===== src/rtl/oc_gpio_irq.sv =====
// oc_gpio_irq: GPIO block with per-pin output/drive control, synchronised and
// debounced inputs, sticky edge status (write-1-to-clear) and one level irq.
module oc_gpio_irq #(
    parameter int          GpioCount     = 8,
    parameter int          SyncCycles    = 3,
    parameter int          DebounceWidth = 16,
    parameter int          AddrWidth     = 8,
    parameter logic [15:0] CsrId         = 16'h0007
) (
    input  logic                 clock,
    input  logic                 reset,
    input  logic [AddrWidth-1:0] csrAddr,
    input  logic                 csrWrite,
    input  logic                 csrRead,
    input  logic [31:0]          csrWdata,
    output logic [31:0]          csrRdata,
    output logic                 csrReady,
    output logic [GpioCount-1:0] gpioOut,
    output logic [GpioCount-1:0] gpioTristate,
    input  logic [GpioCount-1:0] gpioIn,
    output logic                 irq
);

    localparam logic [DebounceWidth-1:0] CntZero = {DebounceWidth{1'b0}};
    localparam logic [DebounceWidth-1:0] CntMax  = {DebounceWidth{1'b1}};
    localparam logic [GpioCount-1:0]     PinZero = {GpioCount{1'b0}};
    localparam logic [GpioCount-1:0]     PinOnes = {GpioCount{1'b1}};

    // Packs one pin's register fields into their CSR bit positions.
    function automatic logic [31:0] pin_word(input logic o, input logic d, input logic in_b,
                                             input logic re, input logic fe,
                                             input logic rs, input logic fs);
        return {14'h0000, fs, rs, 2'b00, fe, re, 3'b000, in_b, 3'b000, d, 3'b000, o};
    endfunction

    logic [GpioCount-1:0]     sync_r [SyncCycles];
    logic [GpioCount-1:0]     sync_s;
    logic [GpioCount-1:0]     stable_r, stable_nxt_s;
    logic [DebounceWidth-1:0] cnt_r [GpioCount];
    logic [DebounceWidth-1:0] cnt_nxt_s [GpioCount];
    logic [DebounceWidth-1:0] thresh_r, thresh_m1_s;
    logic [GpioCount-1:0]     out_r, tri_r, rise_en_r, fall_en_r, rise_st_r, fall_st_r;
    logic [GpioCount-1:0]     rise_set_s, fall_set_s, rise_clr_s, fall_clr_s, pin_hit_s;
    logic [31:0]              rd_val_s, rdata_r;
    logic                     ready_r, irq_r;
    logic                     unused_s;

    assign sync_s       = sync_r[SyncCycles-1];
    assign csrRdata     = rdata_r;
    assign csrReady     = ready_r;
    assign gpioOut      = out_r;
    assign gpioTristate = tri_r;
    assign irq          = irq_r;
    assign unused_s     = ^csrWdata;

    // Multi-flop synchroniser for the asynchronous pad inputs.
    always_ff @(posedge clock or negedge reset) begin
        if (!reset) begin
            for (int s = 0; s < SyncCycles; s++) sync_r[s] <= PinZero;
        end else begin
            sync_r[0] <= gpioIn;
            for (int s = 1; s < SyncCycles; s++) sync_r[s] <= sync_r[s-1];
        end
    end

    // Debounce: a threshold of 0 acts as 1; counter >= T-1 also covers a lowered threshold.
    always_comb begin
        thresh_m1_s  = (thresh_r == CntZero) ? CntZero : thresh_r - DebounceWidth'(1);
        stable_nxt_s = stable_r;
        for (int i = 0; i < GpioCount; i++) begin
            cnt_nxt_s[i] = CntZero;
            if (sync_s[i] != stable_r[i]) begin
                if (cnt_r[i] >= thresh_m1_s) begin
                    stable_nxt_s[i] = sync_s[i];
                    cnt_nxt_s[i]    = CntZero;
                end else if (cnt_r[i] != CntMax) begin
                    cnt_nxt_s[i] = cnt_r[i] + DebounceWidth'(1);
                end else begin
                    cnt_nxt_s[i] = cnt_r[i];
                end
            end else begin
                cnt_nxt_s[i] = CntZero;
            end
        end
        rise_set_s = stable_nxt_s & ~stable_r;
        fall_set_s = ~stable_nxt_s & stable_r;
    end

    // CSR address decode, read mux and write-1-to-clear strobes.
    always_comb begin
        rd_val_s  = 32'h0000_0000;
        pin_hit_s = PinZero;
        if (csrAddr == AddrWidth'(0)) begin
            rd_val_s = {CsrId, 8'h00, 8'(GpioCount)};
        end else if (csrAddr == AddrWidth'(1)) begin
            rd_val_s = 32'(thresh_r);
        end else begin
            for (int i = 0; i < GpioCount; i++) begin
                if (csrAddr == AddrWidth'(i + 2)) begin
                    pin_hit_s[i] = 1'b1;
                    rd_val_s = pin_word(out_r[i], ~tri_r[i], stable_r[i], rise_en_r[i],
                                        fall_en_r[i], rise_st_r[i], fall_st_r[i]);
                end else begin
                    pin_hit_s[i] = 1'b0;
                end
            end
        end
        rise_clr_s = (csrWrite && csrWdata[16]) ? pin_hit_s : PinZero;
        fall_clr_s = (csrWrite && csrWdata[17]) ? pin_hit_s : PinZero;
    end

    // Debounce state, edge status (set beats clear) and the registered interrupt.
    always_ff @(posedge clock or negedge reset) begin
        if (!reset) begin
            stable_r  <= PinZero;
            rise_st_r <= PinZero;
            fall_st_r <= PinZero;
            irq_r     <= 1'b0;
            for (int i = 0; i < GpioCount; i++) cnt_r[i] <= CntZero;
        end else begin
            stable_r  <= stable_nxt_s;
            rise_st_r <= (rise_st_r & ~rise_clr_s) | rise_set_s;
            fall_st_r <= (fall_st_r & ~fall_clr_s) | fall_set_s;
            irq_r     <= |((rise_st_r & rise_en_r) | (fall_st_r & fall_en_r));
            for (int i = 0; i < GpioCount; i++) cnt_r[i] <= cnt_nxt_s[i];
        end
    end

    // Control registers written from the CSR bus; drive is stored inverted as tristate.
    always_ff @(posedge clock or negedge reset) begin
        if (!reset) begin
            thresh_r  <= CntZero;
            out_r     <= PinZero;
            tri_r     <= PinOnes;
            rise_en_r <= PinZero;
            fall_en_r <= PinZero;
        end else if (csrWrite) begin
            if (csrAddr == AddrWidth'(1)) begin
                thresh_r <= csrWdata[DebounceWidth-1:0];
            end else begin
                thresh_r <= thresh_r;
            end
            for (int i = 0; i < GpioCount; i++) begin
                if (pin_hit_s[i]) begin
                    out_r[i]     <= csrWdata[0];
                    tri_r[i]     <= ~csrWdata[4];
                    rise_en_r[i] <= csrWdata[12];
                    fall_en_r[i] <= csrWdata[13];
                end
            end
        end
    end

    // One-cycle response; data only for pure reads, zero otherwise.
    always_ff @(posedge clock or negedge reset) begin
        if (!reset) begin
            ready_r <= 1'b0;
            rdata_r <= 32'h0000_0000;
        end else begin
            ready_r <= csrRead | csrWrite;
            rdata_r <= (csrRead && !csrWrite) ? rd_val_s : 32'h0000_0000;
        end
    end

endmodule


===== config.mk =====
export PLATFORM = sky130hd
export DESIGN_NAME = oc_gpio_irq
export DESIGN_NICKNAME = d
export VERILOG_FILES = /design/src/rtl/oc_gpio_irq.sv
export SDC_FILE = /design/constraint.sdc
export NUM_CORES = 1
export LEC_CHECK = 0
export CORE_MARGIN = 10
export CORE_UTILIZATION = 31
export CTS_BUF_LIST = sky130_fd_sc_hd__clkbuf_8
export CTS_CLUSTER_DIAMETER = 200
export DETAILED_ROUTE_END_ITERATION = 7
export HOLD_SLACK_MARGIN = 0.08
export PLACE_DENSITY = 0.44
export REMOVE_ABC_BUFFERS = 1
export SKIP_LAST_GASP = 1
export SLEW_MARGIN = 20
export SYNTH_ARGS = -nofsm -noshare
export SYNTH_HDL_FRONTEND = slang
export SYNTH_SLANG_ARGS = --single-unit

===== constraint.sdc =====
create_clock -name clock -period 4.97 [get_ports clock]
set_clock_uncertainty 0.1 [all_clocks]
set_input_delay 1.2425 -clock clock [delete_from_list [all_inputs] [get_ports clock]]
set_output_delay 1.2425 -clock clock [all_outputs]
set_load 0.1 [all_outputs]

==> flow_summary_export.csv <==
group,metric,value,unit
routing,finalWirelength,44.4,mm
global_route,grt_max_degree,112,
routing,drt-initial-drc-count,556,
synthesis,syn_avg_cell_area,9.91,um^2
layout,seq_area,6140,um^2
global_route,track_usage,15.6,%
layout,mostFrequentLayoutCell,"dfrtp_1",
die,dieHeight,240,um
synthesis,syn_area,14900,um^2
placed_design,place.gp.congestion,0.799,
sta,fin_crit_sh,85.9,%
cts,clockRootBuffer,"clkbuf_8",
min_path,hold_path_end,"sync_r[13]$_DFF_PN0_",
die,rows,80,
global_route,grt_use_met2,25.2,%
worst_setup_path,crit_chain,"inv_1, ha_1, nor3b_1, nand3_1, nor3_1, xor2_1, nand2_1, buf_4, ha_1, and4_1, nand3_1, o311ai_2, buf_4, nor3_1",
sta,rsz0062_at_grt,"no",
die,fp.dieW,240,um
worst_setup_path,rrSetupSlack,0.70,ns
routing,vias,12100,
worst_setup_path,critPathTopFamily,"simple AND/OR/NAND/NOR gates",
placed_design,dp_hpwl,31.6,mm
power,ir_worst_vdd,0.156,mV
placed_design,port_buffers,74,
routing,wl_per_cell,19.6,um
layout,final_cell_mix,"237 x dfrtp_1, 138 x nor3_1, 138 x ha_1",
synthesis,ys_seq_area_share,41.1,%
die,coreArea,47600,um^2
sta,max_freq,234,MHz
run,drv_cap,0,
worst_setup_path,cp_data_required_time,5.35,ns
synthesis,ys_ff_latch,245,
min_path,min_path_cells,0,
layout,fillers,4812,
global_route,met1_usage,20.9,%
layout,multiInputGateArea,8410,um^2
synthesis,yosysUniqueCellTypes,69,
worst_setup_path,arrival,4.65,ns
placed_design,dp_cells,2185,
synthesis,synth-async-reset-ratio,100,%
global_route,antenna_found_initial,0,
power,fin_total_pwr,6.17,mW
sta,setup-tns-final,0,ns
cts,cts_tree,"done",
synthesis,synth_cells,1507,
routing,viasPerCell,5.32,
sta,slew_viol_final,0,
routing,drc_errors,0,
cts,post_cts_resized,0,
cts,htreeDepth,2,
run_status,status,"finished, final reports clean",
cts,postCtsSetupRepairBufs,0,
sta,finalSetupViolCount,0,
cts,clock_latency,0.64,ns
worst_setup_path,critPathBufInv,3,
min_path,min_from,"sync_r[21]$_DFF_PN0_",
die,io_pins,102,
cts,cts_hold_buf,0,
global_route,grt-ovfl-total,0,
worst_setup_path,crit_path_end_kind,"flop",
worst_setup_path,cp_max_fo,13,
sta,min_period,4.27,ns
min_path,hp-class,"reg2reg",
global_route,grt_pass1_wl,70.9,mm
worst_setup_path,r2r_start,"thresh_r[0]$_DFFE_PN0P_",
sta,worst_slew_pin_slew,1.08,ns
worst_setup_path,rr_worst_depth,14,
routing,drtAntennaViolNets,0,
cts,cts.path.max_buffers,3,
routing,first_pass_iters,4,
sta,relSlewSlack,27.6,%
placed_design,pre_cts_ws,0.704,ns
worst_setup_path,cp_slowest_cell,"o311ai_2",
worst_setup_path,startpoint_type,"flop",
cts,cts_num_sinks,245,
global_route,top_usage_layer,"met2",
power,cellPowerDensity,353,nW/um^2
die,initial_core_util,31.4,%
global_route,grt_use_met3,2.71,%
die,dieArea,57400,um^2
worst_setup_path,r2r_end,"cnt_r[115]$_DFFE_PN0P_",
layout,syn_to_final_growth,16.8,%
worst_setup_path,critical-path-max-stage-delay,0.89,ns
sta,finalWorstSetupSlack,0.699,ns
cts,path_clk_slew,0.06,ns
cts,numCtsBuffers,46,
layout,final_cells,2268,
power,p_leak,7.64,nW
layout,nNetsFinal,1808,
layout,drive_gt1_share,11.2,%
synthesis,yosysWarnings,0,
worst_setup_path,path_class,"reg2reg",
synthesis,synth-edff-count,0,
synthesis,synth_flop_cell,"dfrtp_1",
global_route,grt_pass1_vias,12300,
sta,finalHoldViolCount,0,
worst register-to-register path, cell delays in order, from the launching register on:
cell	delay (ns)
dfrtp_1	0.42
inv_1	0.11
ha_1	0.18
nor3b_1	0.53
nand3_1	0.22
nor3_1	0.22
xor2_1	0.17
nand2_1	0.07
buf_4	0.21
ha_1	0.33
and4_1	0.22
nand3_1	0.12
o311ai_2	0.89
buf_4	0.27
nor3_1	0.05
flip-flops by register name (all words and copies together) (netlist names):
name,flops
csrReady,1
cnt_r,128
stable_r,8
thresh_r,16
csrRdata,19
sync_s,8
gpioOut,8
rise_st_r,8
rise_en_r,8
fall_en_r,8
gpioTristate,8
fall_st_r,8
irq,1
sync_r,16
logic make-up after synthesis:
kind of cell             synth area share, %
adder cells (fa/ha/maj)                 11.6
multiplexers                            5.30
AO/OA/AOI/OAI                           13.7
other                                 0.0251
buffers and inverters                   3.15
flip-flops                              41.1
XOR/XNOR                                5.39
AND/OR/NAND/NOR                         19.7
through the flow:
stage	util (%)	instance area, um^2	hold slack, ns
after global routing	36.6	17400	0.253
final	36.6	17500	0.243
after global placement	34.8	16600	0.233
after floorplan	-	14700	0.231
after detailed placement	34.8	16600	0.235
after CTS	36.6	17400	0.240
cell usage after synthesis, types with 5 or more instances:
cell       number  share of area, %
a21boi_0        7              0.35
a221oi_1       12              0.70
and3_1         36               1.5
o211ai_1        8              0.40
a22oi_1         7              0.35
nand2_1        94               2.4
ha_1          138                12
buf_1           6              0.15
and4_1         19               1.1
o311ai_1        6              0.35
nor4_1         25               1.0
a2111oi_0      11              0.64
or2_2           8              0.34
and2_1         22              0.92
nor2_1         50               1.3
dfrtp_1       237                40
nor2b_1        17              0.71
dfstp_2         8               1.4
xor2_1         20               1.2
a211oi_1       24               1.2
mux2i_1        24               1.6
a311oi_1        5              0.29
o2111ai_1       7              0.41
clkbuf_1       42               1.1
nand4_1        35               1.5
xnor2_1        72               4.2
inv_1          40               1.0
mux2_2         46               3.5
buf_2           6              0.20
a31oi_1         9              0.38
nor3_1        138               4.6
o21ai_0        66               2.2
a21o_1         39               2.0
a21oi_1        59               2.0
nand2b_1       18              0.75
o311a_1         6              0.40
buf_4          14              0.70
a32o_1          8              0.54
nand3_1        58               1.9
metal layers:
layer	share of wire, %	routed length (um)
met1	47	20900
met2	47	21000
met4	2.1	949
met3	3.5	1550
met5	0	0
power by group:
group          total [mW]  switching [mW]  internal [mW]
combinational        1.91            1.23          0.680
sequential           2.35           0.187           2.16
clock                1.90           0.929          0.974
total                6.17            2.35           3.82
worst max-delay path by stage:
stage                            start                     end  slack [ns]  cells past startpoint
3_5_place_dp   thresh_r[0]$_DFFE_PN0P_  cnt_r[115]$_DFFE_PN0P_        0.70                     14
3_3_place_gp   thresh_r[0]$_DFFE_PN0P_  cnt_r[112]$_DFFE_PN0P_        0.72                     14
2_1_floorplan  thresh_r[7]$_DFFE_PN0P_  cnt_r[116]$_DFFE_PN0P_        0.93                     10
5_1_grt        thresh_r[0]$_DFFE_PN0P_  cnt_r[114]$_DFFE_PN0P_        0.29                     14
4_1_cts        thresh_r[0]$_DFFE_PN0P_  cnt_r[115]$_DFFE_PN0P_        0.69                     14
6_report       thresh_r[0]$_DFFE_PN0P_  cnt_r[115]$_DFFE_PN0P_        0.70                     14
area by class of cell:
class | instances | area share [%]
clock inverter | 29 | 0.760
sequential | 245 | 35.2
inverter | 40 | 0.860
antenna | 1 | 0.0143
timing repair buffer | 120 | 6.40
multi-input combinational | 1165 | 48.2
tap | 615 | 4.41
clock buffer | 53 | 4.18
(Power assumes the default switching activity.)
